$ cat src/rtl/rf_write_arbiter.sv
// rf_write_arbiter: two-requester register-file write port arbiter.
// Requester 0 (ALU writeback) and requester 1 (load writeback) share one
// register-file write port. Ties are broken round-robin. Writes to address
// 0 are accepted but never reach the register file.
// Optional feature macro RF_CLEAR_EN: after reset, sweep zeros into every
// register (busy high) before accepting any requests.
module rf_write_arbiter #(
  parameter int DATA_W = 32,
  parameter int ADDR_W = 5
) (
  input  logic              clk,
  input  logic              rst,
  input  logic              req0_valid,
  input  logic [ADDR_W-1:0] req0_addr,
  input  logic [DATA_W-1:0] req0_data,
  output logic              req0_ready,
  input  logic              req1_valid,
  input  logic [ADDR_W-1:0] req1_addr,
  input  logic [DATA_W-1:0] req1_data,
  output logic              req1_ready,
  output logic              rf_we,
  output logic [ADDR_W-1:0] rf_addr,
  output logic [DATA_W-1:0] rf_wdata,
  output logic              busy
);

  logic              run;
  logic              clr_we;
  logic [ADDR_W-1:0] clr_addr;

`ifdef RF_CLEAR_EN
  typedef enum logic {CLEAR = 1'b0, RUN = 1'b1} state_t;

  state_t            state;
  state_t            state_nxt;
  logic [ADDR_W-1:0] cnt;

  // State register; reset always restarts the clear sweep
  always_ff @(posedge clk or negedge rst) begin
    if (!rst) state <= CLEAR;
    else      state <= state_nxt;
  end

  // Sweep address counter, advances once per CLEAR cycle
  always_ff @(posedge clk or negedge rst) begin
    if (!rst)                cnt <= '0;
    else if (state == CLEAR) cnt <= cnt + ADDR_W'(1);
  end

  // Leave CLEAR once the highest address has been written
  always_comb begin
    state_nxt = state;
    if (state == CLEAR && cnt == {ADDR_W{1'b1}}) state_nxt = RUN;
  end

  // Decode state into arbiter enable and sweep write controls
  always_comb begin
    run      = (state == RUN);
    busy     = (state == CLEAR);
    clr_we   = (state == CLEAR) & rst;
    clr_addr = cnt;
  end
`else
  assign run      = 1'b1;
  assign busy     = 1'b0;
  assign clr_we   = 1'b0;
  assign clr_addr = '0;
`endif

  logic              last_grant;
  logic              grant0;
  logic              grant1;
  logic              hs;
  logic [ADDR_W-1:0] sel_addr;
  logic [DATA_W-1:0] sel_data;

  logic              we_p1;
  logic [ADDR_W-1:0] addr_p1;
  logic [DATA_W-1:0] wdata_p1;

  // Round-robin grant: on a tie, the requester not served last time wins
  always_comb begin
    grant0     = req0_valid & (~req1_valid | last_grant);
    grant1     = req1_valid & ~grant0;
    req0_ready = grant0 & run & rst;
    req1_ready = grant1 & run & rst;
    hs         = req0_ready | req1_ready;
    sel_addr   = req1_ready ? req1_addr : req0_addr;
    sel_data   = req1_ready ? req1_data : req0_data;
  end

  // Remember who won the last handshake; reset value lets req0 win first tie
  always_ff @(posedge clk or negedge rst) begin
    if (!rst)    last_grant <= 1'b1;
    else if (hs) last_grant <= req1_ready;
  end

  // ---- stage p1: registered write port ----
  // Capture the accepted write; x0 writes are swallowed here
  always_ff @(posedge clk or negedge rst) begin
    if (!rst) begin
      we_p1    <= 1'b0;
      addr_p1  <= '0;
      wdata_p1 <= '0;
    end else if (hs) begin
      we_p1    <= (sel_addr != '0);
      addr_p1  <= sel_addr;
      wdata_p1 <= sel_data;
    end else begin
      we_p1    <= 1'b0;
    end
  end

  // Sweep writes take over the port while clearing
  always_comb begin
    rf_we    = clr_we | we_p1;
    rf_addr  = clr_we ? clr_addr : addr_p1;
    rf_wdata = clr_we ? '0 : wdata_p1;
  end

endmodule

$ cat config.mk
export PLATFORM = sky130hd
export DESIGN_NAME = rf_write_arbiter
export DESIGN_NICKNAME = d
export VERILOG_FILES = /design/src/rtl/rf_write_arbiter.sv
export SDC_FILE = /design/constraint.sdc
export NUM_CORES = 1
export LEC_CHECK = 0
export CAP_MARGIN = 10
export CORE_MARGIN = 3
export CORE_UTILIZATION = 39
export DETAILED_ROUTE_END_ITERATION = 8
export PLACE_DENSITY_LB_ADDON = 0.08
export SKIP_CTS_REPAIR_TIMING = 1
export SLEW_MARGIN = 20
export SYNTH_ARGS = -nofsm -noshare
export SYNTH_HDL_FRONTEND = slang
export SYNTH_SLANG_ARGS = --single-unit
$ cat constraint.sdc
create_clock -name clk -period 4.85 [get_ports clk]
set_clock_uncertainty 0.2 [all_clocks]
set_input_delay 1.455 -clock clk [delete_from_list [all_inputs] [get_ports clk]]
set_output_delay 1.455 -clock clk [all_outputs]
set_load 0.01 [all_outputs]
==> reports/metrics.csv <==
stage,metric,value,unit
status,status,finished clean,
synth,syn-instance-count,155,
setup_path,crit_path_end_kind,primary output,
synth,netlist_top_cells_area,"dfrtp_1 (53%), a221o_1 (18%), and2_1 (11%)",
grt,grt_max_degree,34,
grt,grt_pass1_wl,8490,um
layout,antenna_cells,0,
hold_path,worstHoldPathType,flip-flop to flip-flop,
synth,synth_area_per_cell,11.7,sq um
die,fp.dieH,74.1,um
synth,synth_top_area_share,52.6,%
drt,drc,0,
layout,areaGrowthSynthToFinish,70.4,%
power_and_ir_drop,vdd_ir_drop_max,0.210,mV
layout,fin_nets,350,
clock_tree,numCtsBuffers,5,
synth,ys_seq_area_share,54.1,%
drt,dr.pass1.iters,4,
grt,grt_usage,20.4,%
setup_path,r2r-end,rf_wdata[2]$_DFFE_PN0P_,
grt,grt.overflow.total,0,
placement,io_buffers,117,
power_and_ir_drop,powerDensity,295,nW/um^2
timing,holdWs,355,ps
synth,ys_seq_elements,39,
clock_tree,cts_tree,built,
clock_tree,htreeDepth,2,
setup_path,arrival,3040,ps
synth,ys_types,21,
setup_path,cp.required,3190,ps
drt,wl,5460,um
timing,period_minus_slack,4690,ps
placement,place_congestion,0.803,
hold_path,hp-start,rf_addr[2]$_DFFE_PN0P_,
die,fp.dieW,74.1,um
setup_path,reg2reg_from,last_grant$_DFFE_PN1P_,
timing,setup_violations,0,
synth,synthesis.area,1810,sq um
clock_tree,clk_latency,280,ps
clock_tree,cts_root_buffer,clkbuf_8,
die,rows,24,
synth,postSynthNetCount,233,
clock_tree,clk_pin_slew,70,ps
die,pin_count,119,
drt,wire_per_inst,16.8,um
drt,avgViaCountPerCell,5.33,
timing,fmax,0.213,GHz
layout,fillCellCount,323,
drt,ant_nets,0,
placement,place_area,3000,sq um
die,fp.coreArea,4410,sq um
timing,period_share,96.7,%
drt,drt_iter0_markers,99,
grt,grt_pass1_vias,1784,
clock_tree,clock_sinks,39,
grt,antenna_found_initial,0,
hold_path,min_to,rf_addr[2]$_DFFE_PN0P_,
setup_path,r2r_setup_slack,3000,ps
timing,fin_tns_setup,0,ps
layout,drive_gt1_share,6.23,%
power_and_ir_drop,power.leakage,0.00124,uW
layout,fin_area,3080,sq um
flow_run,cap_viol_max_count,0,
hold_path,hold_depth,2,
timing,hold_viol_final,0,
timing,rsz0062_at_grt,false,
setup_path,worstRegToRegCells,4,
synth,yosys_warnings,0,
timing,final_max_slew_viol_count,0,
setup_path,criticalPathCategory,primary input to primary output,
clock_tree,cts_buffer_depth,2,
placement,dp_hpwl,4030,um
die,die-area,5490,sq um
die,start_util,40.9,%
drt,num_vias,1733,
setup_path,start_kind,primary input,
synth,synth_top_area_cell,dfrtp_1,
setup_path,cp_max_fo,8,
==> cells by family (layout without fill, tap and decap cells) <==
group,after synthesis,count (layout),share of synthesized area [%]
AO/OA/AOI/OAI,52,52,25.2
buffers and inverters,17,135,6.09
flip-flops,39,39,54.1
other,1,1,0.208
AND/OR/NAND/NOR,46,46,14.4
==> critical path: stages <==
cell and delay, ps:
clkdlybuf4s50_1 540, and2_1 290, o21a_1 200, clkdlybuf4s50_1 550
==> stage by stage <==
stage	cells	total power, uW	setup slack (ps)	utilization, %
finish	325	910	160	69.8
global route	325	959	52.0	69.8
CTS	325	921	156	69.8
detailed placement	317	710	158	67.9
global placement	317	706	185	67.9
floorplan	155	520	1030	-
==> how the worst max path moves through the flow <==
stage	to	start	cells after the start	slack [ps]
after detailed placement	req0_ready	req0_valid	4	160
after floorplan	req0_ready	rst	5	1030
after CTS	req0_ready	req0_valid	4	160
after global placement	req0_ready	req0_valid	4	180
after global routing	req0_ready	req0_valid	4	50
final	req0_ready	req0_valid	4	160
==> layout by cell type (no fill, tap or decap) <==
cell             instances
a221o_1                 32
a22o_1                   1
a31oi_1                  5
and2_1                  33
buf_2                    1
buf_4                    8
clkbuf_1                 3
clkbuf_8                 5
clkdlybuf4s50_1        116
conb_1                   1
dfrtp_1                 38
dfstp_2                  1
inv_1                    2
nand2_1                  3
nor2_1                   7
nor2_2                   1
nor3_1                   2
o2111ai_1                5
o21a_1                   2
o21ai_0                  5
o21ai_2                  1
o22ai_1                  1
==> report_power, final <==
part	internal (uW)	total [uW]	switching [uW]
logic	192	306	114
registers	374	397	22.6
clock network	102	207	105
total	668	910	242
==> layout make-up <==
class	count	area (sq um)	area share (%)
Clock buffer	8	80.1	2.60
Timing Repair Buffer	125	1230	39.8
Sequential cell	39	977	31.7
Inverter	2	7.51	0.244
Multi-Input combinational cell	99	723	23.5
Tap cell	52	65.1	2.11
==> state kept, by name, indices dropped and copies added, names as in the netlist <==
register / count
last_grant: 1
rf_addr: 5
rf_wdata: 32
rf_we: 1
==> cells in the mapped netlist <==
cell       instances
a221o_1           32
a22o_1             1
a31oi_1            5
and2_1            33
buf_2              4
buf_4              3
buf_6              4
clkbuf_1           4
conb_1             1
dfrtp_1           38
dfstp_2            1
inv_1              2
nand2_1            3
nor2_1             7
nor2_2             1
nor3_1             2
o2111ai_1          5
o21a_1             2
o21ai_0            5
o21ai_1            1
o22ai_1            1
==> metal layers <==
layer  routed length (um)  global-route usage [%]  vias up
met5                    0                       0        -
met4                  101                    6.84        0
met3                  505                    7.16        9
met2                 2520                    31.5       80
met1                 2340                    27.0      828
li1                     -                       -      816
No activity file was read; power rests on OpenSTA's default activity.
